### src/rtl/tlb_op_ctrl.sv
// Sequences TLBP/TLBR/TLBWI committed in WB against the shared TLB, writes results back to CP0
// and requests a one-cycle refetch flush at op_pc+4 once the op has completed.
module tlb_op_ctrl #(
  parameter int unsigned TLB_ENTRIES = 16,
  parameter int unsigned RD_LAT      = 1,
  parameter int unsigned PROBE_LAT   = 1,
  localparam int unsigned IDX_W      = $clog2(TLB_ENTRIES)
) (
  input  logic             clk,
  input  logic             resetn,
  input  logic             op_valid,
  input  logic [1:0]       op_type,
  input  logic [31:0]      op_pc,
  output logic             op_ready,
  output logic             busy,
  input  logic             ex_flush,
  input  logic [31:0]      c0_index,
  input  logic [31:0]      c0_entryhi,
  input  logic [31:0]      c0_entrylo0,
  input  logic [31:0]      c0_entrylo1,
  output logic [IDX_W-1:0] tlbrw_index,
  output logic             tlbrw_we,
  output logic [77:0]      tlbrw_wdata,
  input  logic [77:0]      tlbrw_rdata,
  output logic [31:0]      tlbp_entry_hi,
  input  logic [31:0]      tlbp_index,
  output logic             c0_index_we,
  output logic             c0_tlbr_we,
  output logic [31:0]      c0_index_wdata,
  output logic [31:0]      c0_entryhi_wdata,
  output logic [31:0]      c0_entrylo0_wdata,
  output logic [31:0]      c0_entrylo1_wdata,
  output logic             flush_valid,
  output logic [31:0]      flush_pc
);

  localparam int unsigned MAX_LAT = (RD_LAT > PROBE_LAT) ? RD_LAT : PROBE_LAT;
  localparam int unsigned CNT_W   = $clog2(MAX_LAT + 1);

  localparam logic [1:0] OpTlbp  = 2'd0;
  localparam logic [1:0] OpTlbr  = 2'd1;
  localparam logic [1:0] OpTlbwi = 2'd2;

  typedef struct packed {
    logic [18:0] vpn2;
    logic [7:0]  asid;
    logic        g;
    logic [19:0] pfn0;
    logic [2:0]  c0;
    logic        d0;
    logic        v0;
    logic [19:0] pfn1;
    logic [2:0]  c1;
    logic        d1;
    logic        v1;
  } tlb_entry_t;

  typedef enum logic [2:0] {StIdle, StIssue, StWait, StCommit, StFlush} state_e;

  state_e            state_q, state_d;
  logic [CNT_W-1:0]  cnt_q, cnt_d, wait_lat;
  logic [1:0]        type_q;
  logic [31:0]       pc_q, entryhi_q, probe_q;
  logic [IDX_W-1:0]  index_q;
  tlb_entry_t        wr_q, wr_new, rd_q;
  logic              accept, capture;

  // Fields of the CP0 registers that never reach the TLB.
  logic unused_bits;
  assign unused_bits = ^{c0_index[31:IDX_W], c0_entryhi[12:8], c0_entrylo0[31:26],
                         c0_entrylo1[31:26]};

  // The entry is global only if both halves are marked global.
  always_comb begin
    wr_new      = '0;
    wr_new.vpn2 = c0_entryhi[31:13];
    wr_new.asid = c0_entryhi[7:0];
    wr_new.g    = c0_entrylo0[0] & c0_entrylo1[0];
    wr_new.pfn0 = c0_entrylo0[25:6];
    wr_new.c0   = c0_entrylo0[5:3];
    wr_new.d0   = c0_entrylo0[2];
    wr_new.v0   = c0_entrylo0[1];
    wr_new.pfn1 = c0_entrylo1[25:6];
    wr_new.c1   = c0_entrylo1[5:3];
    wr_new.d1   = c0_entrylo1[2];
    wr_new.v1   = c0_entrylo1[1];
  end

  always_comb begin
    state_d           = state_q;
    cnt_d             = cnt_q;
    accept            = 1'b0;
    capture           = 1'b0;
    op_ready          = 1'b0;
    busy              = 1'b0;
    tlbrw_index       = '0;
    tlbrw_we          = 1'b0;
    tlbrw_wdata       = '0;
    tlbp_entry_hi     = '0;
    c0_index_we       = 1'b0;
    c0_tlbr_we        = 1'b0;
    c0_index_wdata    = '0;
    c0_entryhi_wdata  = '0;
    c0_entrylo0_wdata = '0;
    c0_entrylo1_wdata = '0;
    flush_valid       = 1'b0;
    flush_pc          = '0;
    wait_lat          = (type_q == OpTlbp) ? CNT_W'(PROBE_LAT) : CNT_W'(RD_LAT);

    // TLB inputs stay stable for the whole ISSUE..WAIT window.
    if (state_q == StIssue || state_q == StWait) begin
      case (type_q)
        OpTlbp:  tlbp_entry_hi = entryhi_q;
        OpTlbr:  tlbrw_index = index_q;
        OpTlbwi: begin
          tlbrw_index = index_q;
          tlbrw_wdata = wr_q;
        end
        default: ;
      endcase
    end

    unique case (state_q)
      StIdle: begin
        op_ready = resetn & ~ex_flush;
        accept   = op_valid & op_ready;
        if (accept) state_d = StIssue;
      end
      StIssue: begin
        busy     = 1'b1;
        tlbrw_we = (type_q == OpTlbwi);
        if (ex_flush) begin
          state_d = StIdle;
        end else if (type_q == OpTlbp || type_q == OpTlbr) begin
          state_d = StWait;
          cnt_d   = CNT_W'(1);
        end else begin
          state_d = StCommit;
        end
      end
      StWait: begin
        busy = 1'b1;
        if (ex_flush) begin
          state_d = StIdle;
        end else if (cnt_q == wait_lat) begin
          capture = 1'b1;
          state_d = StCommit;
        end else begin
          cnt_d = cnt_q + 1'b1;
        end
      end
      StCommit: begin
        busy = 1'b1;
        case (type_q)
          OpTlbp: begin
            c0_index_we    = 1'b1;
            c0_index_wdata = probe_q;
          end
          OpTlbr: begin
            c0_tlbr_we        = 1'b1;
            c0_entryhi_wdata  = {rd_q.vpn2, 5'b0, rd_q.asid};
            c0_entrylo0_wdata = {6'b0, rd_q.pfn0, rd_q.c0, rd_q.d0, rd_q.v0, rd_q.g};
            c0_entrylo1_wdata = {6'b0, rd_q.pfn1, rd_q.c1, rd_q.d1, rd_q.v1, rd_q.g};
          end
          default: ;
        endcase
        state_d = StFlush;
      end
      StFlush: begin
        busy        = 1'b1;
        flush_valid = 1'b1;
        flush_pc    = pc_q + 32'd4;
        state_d     = StIdle;
      end
      default: state_d = StIdle;
    endcase
  end

  always_ff @(posedge clk or negedge resetn) begin
    if (!resetn) begin
      state_q   <= StIdle;
      cnt_q     <= '0;
      type_q    <= '0;
      pc_q      <= '0;
      entryhi_q <= '0;
      index_q   <= '0;
      wr_q      <= '0;
      probe_q   <= '0;
      rd_q      <= '0;
    end else begin
      state_q <= state_d;
      cnt_q   <= cnt_d;
      if (accept) begin
        type_q    <= op_type;
        pc_q      <= op_pc;
        entryhi_q <= c0_entryhi;
        index_q   <= c0_index[IDX_W-1:0];
        wr_q      <= wr_new;
      end
      if (capture) begin
        probe_q <= tlbp_index;
        rd_q    <= tlbrw_rdata;
      end
    end
  end

endmodule

### config.mk
export PLATFORM = sky130hd
export DESIGN_NAME = tlb_op_ctrl
export DESIGN_NICKNAME = d
export VERILOG_FILES = /design/src/rtl/tlb_op_ctrl.sv
export SDC_FILE = /design/constraint.sdc
export NUM_CORES = 1
export LEC_CHECK = 0
export BUFFER_PORTS_ARGS = -buffer_cell sky130_fd_sc_hd__buf_2
export CORE_AREA = 2 2 218 220
export DETAILED_ROUTE_END_ITERATION = 6
export DIE_AREA = 0 0 220 222
export SYNTH_ARGS = -nofsm -noshare
export SYNTH_HDL_FRONTEND = slang
export SYNTH_SLANG_ARGS = --single-unit
### constraint.sdc
create_clock -name clk -period 3 [get_ports clk]
set_input_delay 0.6 -clock clk [delete_from_list [all_inputs] [get_ports clk]]
set_output_delay 0.6 -clock clk [all_outputs]
set_load 0.1 [all_outputs]
After elaboration in Yosys (flattened, before gate mapping)
Index checks and enable logic that the tools add are counted.
{"block": "totals", "register_bits": 262, "out_inout_bits": 280, "inputBits": 276, "word_cells": 93}
{"block": "classes", "n_reduce_logical": 9, "n_eq_ne": 11, "addsub": 2, "n_mux": 38, "n_bitwise": 4}
{"cell": "$mux 32", "n": 7}
{"cell": "$mux 78", "n": 2}
{"cell": "$mux 26", "n": 4}
{"cell": "$add 32x3->32 const B", "n": 1}
{"cell": "$mux 1", "n": 17}
{"cell": "$pmux 3 s4", "n": 1}
{"cell": "$mux 3", "n": 3}
{"cell": "$mux 4", "n": 2}
{"cell": "$eq 3x2->1 const B", "n": 2}
{"cell": "$ne 2x2->1 const B", "n": 3}
{"cell": "$reduce_and 4->1", "n": 1}
{"cell": "$reduce_or 4->1", "n": 1}
{"cell": "$and 1x1->1", "n": 3}
{"cell": "$eq 3x1->1 const B", "n": 1}
{"cell": "$eq 3x3->1 const B", "n": 1}
{"cell": "$logic_not 3->1", "n": 1}
{"cell": "$ne 3x3->1 const B", "n": 1}
{"cell": "$eq 2x1->1 const B", "n": 1}
{"cell": "$eq 2x2->1 const B", "n": 1}
{"cell": "$logic_not 2->1", "n": 1}
{"cell": "$logic_or 1x1->1", "n": 2}
{"cell": "$mux 2", "n": 1}
{"cell": "$ne 2x1->1 const B", "n": 1}
{"cell": "$pmux 1 s2", "n": 1}
{"cell": "5 further kinds", "n": 5}

Longest topological paths before layout
{"block": "depth", "word_depth": 5, "ltp_mapped": 8, "depth_no_buf": 5}

Worst setup path after synthesis
No wires, ideal clock.
{"block": "synth_path", "path_type": "register to output", "start": "reg pc_q[5]", "end": "out flush_pc[19]", "path_stages_with_launch": 7, "path_buffers": 2, "slack_ps": -786, "arrival_time_ps": 3186, "path_cell_list": "dfrtp_1 -> nand4_4 -> or4_1 -> buf_2 -> buf_6 -> or3_1 -> a21oi_1"}
{"block": "synth_between", "elab_chain_len": 2}
{"element": "start, declared", "line": "63", "text": "logic [31:0] pc_q, entryhi_q, probe_q;"}
{"element": "start signal, assigned", "line": "195", "text": "pc_q <= op_pc;"}
{"element": "$add 32x3->32", "line": "172", "text": "flush_pc = pc_q + 32'd4;"}
{"element": "$mux 32", "line": "123", "text": "unique case (state_q)"}
{"element": "end, declared", "line": "34", "text": "output logic [31:0] flush_pc"}
No other way between the ends.

Final worst setup path
{"block": "layout_path", "start": "reg pc_q[15]", "end": "out flush_pc[26]"}
Same word-level chain as after synthesis.

==> run metrics <==
routed wirelength normalized by instance count=18.65 µm; drt initial violations=432; initial antenna violation count=6; maximum achievable frequency=0.3089 GHz; # clock sinks=235; clock root buffer=clkbuf_16; critical path class=reg -> out; required time of the worst setup path=2400 ps; result of the run=complete, but fails checks; critical register-to-register path startpoint=state_q[0]$_DFFE_PN0P_; arrival time reported for the critical path endpoint=2640 ps; destination of the critical timing path=flush_pc[26]; worst slack at placement=64.58 ps; Hold Violations, Final=0; worst hold-check path type=in -> async; # hold bufs at CTS=0; hpwl dp=27.05 mm; mean instance size in the synthesized netlist=11.96 µm²; top fanout value on the critical path=5; flip-flop and latch count after synthesis=235; Core Box Area=46,260 µm²; top post-synthesis cells by count=235 x dfrtp_1, 226 x mux2_2, 151 x and3_1; per-cell via count in the routed design=4.560; number of buffer cells added on primary ports=498; endpoint kind of the worst setup timing path=output pin; top cell type's share of synthesized area=0.5210; Synth Flop Type=dfrtp_1; TritonCTS buffer count=28; io pins=556; post-synthesis instance area=11,290 µm²; overall power of the completed layout=13.89 mW; remaining routing DRC violations=0; time the worst path needs with I/O delays and setup=3237 ps; post-route setup TNS=-2238 ps; violations in the final reports=negative setup slack; Max-Cap Viols=0; worst reg2reg setup slack=700 ps; buffer depth of the longest clock path=3; worst reg2reg endpoint=wr_q[47]$_DFFE_PN0P_; clk_lat worst skew=560 ps; synthesis warning total=0; Largest stage delay, worst path=650 ps; # rows=79; fraction of final layout cells sized beyond drive strength 1=0.6059; Slew @ Worst Pin=810.6 ps; Die X-Extent=220 µm; worst-case setup margin in the final layout=-237.0 ps; Critical Path Source=pc_q[15]$_DFFE_PN0P_; critical-path cell list=nand4_1 -> or4_4 -> or4_4 -> a21oi_4 -> buf_12; 1st-pass router iterations=4; # nets final=1,741; part of the cycle the worst path needs=1.079; clock tree from TritonCTS=done; power density over the cells=759.9 nW/µm²; clock-pin transition on the worst setup and hold timing paths=60 ps; via total after detailed routing=9,540; overall fraction of global-route tracks in use=0.1527; Total Wirelength=39.02 mm; Crit path top cell by count=or4_4; area added between synthesis and finish=61.93%; number of instances in the synthesized netlist=944; Max-Slew Margin vs Limit=0.4596; Slew Viols, Final=0; largest area contributor in the synthesized netlist=dfrtp_1; global-route wire length before repair=58.19 mm; FF-to-FF path depth=5; RSZ-0062 raised after global routing=true; count of cell types in the netlist=36; depth of the CTS H-tree=1; number of antenna-violating nets in the routed design=0; height of the chip=222 µm; Die Outline Area=48,840 µm²; sequential fraction of the synthesis area=0.5210; share of flip-flops with an asynchronous set or reset after synthesis=1.000; Startpoint Class=flop; Starting Density=0.2440; number of enable flip-flop cells after synthesis=0; Routability Congestion=0.8535; Synth area leaders=dfrtp_1 52%, mux2_2 23%, and3_1 8.4%, and2_1 4.5%, clkbuf_1 1.6%; endpoints failing setup=15; via count of the first global-routing pass=10,040; cell with the biggest individual delay on the critical path=or4_4; most numerous cell in the Yosys netlist=dfrtp_1; IR Drop Worst-Case VDD=0.4415 mV; aggregate global routing overflow=0; pin count of the biggest net entering global routing=119; Worst Clk Skew=16.36 ps; leakage power=8.805 nW
==> critical path: cells and delay by family, from the launching register on <==
kind / cells / cell delay [ps]
buffers and inverters: 1 / 190
AOI/OAI and AO/OA: 1 / 160
and+or+nand+nor: 3 / 1360
DFF: 1 / 370
==> worst min path at each step <==
stage | from | end | depth (start not counted)
after floorplan | resetn | cnt_q$_DFFE_PN0P_ | 0
after global placement | cnt_q$_DFFE_PN0P_ | cnt_q$_DFFE_PN0P_ | 1
after detailed placement | wr_q[0]$_DFFE_PN0P_ | wr_q[0]$_DFFE_PN0P_ | 1
after CTS | resetn | state_q[2]$_DFFE_PN0P_ | 2
after global routing | resetn | state_q[2]$_DFFE_PN0P_ | 2
final | resetn | state_q[2]$_DFFE_PN0P_ | 2
==> cell families (layout without fill, tap and decap cells) <==
family | after synthesis | after routing | share of synthesized area
adder cells (fa/ha/maj) | 4 | 4 | 0.004434
AND/OR/NAND/NOR | 325 | 327 | 0.1751
buffers and inverters | 96 | 616 | 0.04102
AO/OA/AOI/OAI | 46 | 46 | 0.02406
multiplexers | 226 | 226 | 0.2255
other | 1 | 20 | 0.0003322
XOR/XNOR | 11 | 11 | 0.008535
flip-flops | 235 | 235 | 0.5210
==> report_power, final <==
| group | internal, mW | switching, mW |
|---|---|---|
| Clock | 2.18 | 1.36 |
| Combinational | 2.06 | 2.93 |
| Sequential | 4.52 | 0.835 |
| Total | 8.77 | 5.12 |
==> per-layer routing <==
| layer | vias up | global-route usage | routed length, µm |
|---|---|---|---|
| met5 | - | 0 | 13 |
| met4 | 2 | 0.06538 | 1424 |
| met3 | 82 | 0.03649 | 2733 |
| met2 | 341 | 0.2621 | 19530 |
| met1 | 4776 | 0.1806 | 15320 |
| li1 | 4339 | - | - |
==> flip-flops by register name, indices dropped and copies added (netlist names) <==
signal	flops
entryhi_q	32
cnt_q	1
type_q	2
rd_q	78
pc_q	32
probe_q	32
wr_q	51
index_q	4
state_q	3
==> placed cells by master (no fill, tap or decap), types with 4 or more instances in the layout <==
| cell type | count |
|---|---|
| clkinv_2 | 4 |
| buf_6 | 45 |
| o21a_1 | 5 |
| and4_1 | 5 |
| and3_1 | 151 |
| nor3_1 | 5 |
| o31ai_2 | 4 |
| and2_1 | 76 |
| conb_1 | 17 |
| nand4_1 | 8 |
| buf_8 | 9 |
| xnor2_1 | 7 |
| clkbuf_16 | 29 |
| clkbuf_8 | 5 |
| and2_4 | 4 |
| or4_4 | 10 |
| nor2_1 | 16 |
| inv_1 | 6 |
| or3_4 | 6 |
| o21ai_0 | 14 |
| clkbuf_1 | 8 |
| nand2_1 | 14 |
| xor2_1 | 4 |
| mux2_2 | 226 |
| bufinv_16 | 4 |
| a21oi_4 | 12 |
| buf_2 | 293 |
| dfrtp_1 | 227 |
| dfrtp_2 | 8 |
| nand3_1 | 8 |
| buf_4 | 92 |
| buf_12 | 116 |
==> metrics by stage <==
step	hold slack (ps)	cell area, µm²	std cells	util
5_1_grt	121.4	18280	2092	0.3951
3_3_place_gp	463.1	16130	2009	0.3488
6_report	78.10	18280	2092	0.3951
2_1_floorplan	304.4	11430	960	-
4_1_cts	120.0	18070	2085	0.3906
3_5_place_dp	487.1	16130	2009	0.3488
==> area by class of cell <==
class                   count  area [µm²]
fillers                  4338       27980
flip-flops and latches    235        5891
multi-input cells         631        5405
repair buffers            559        5229
clock buffers              41       799.5
well taps                 607       759.5
clock inverters            10       163.9
inverters                   6       22.52
diodes                      3       7.507
==> repair_timing <==
item / 4_1_cts / 5_1_grt
pin swaps: 35 / 6
setup endpoints to repair: 228 / 86
setup buffers: 21 / 3
gates resized for setup: 215 / 38
cloned: 4 / 1
No activity file was read; power rests on OpenSTA's default activity.
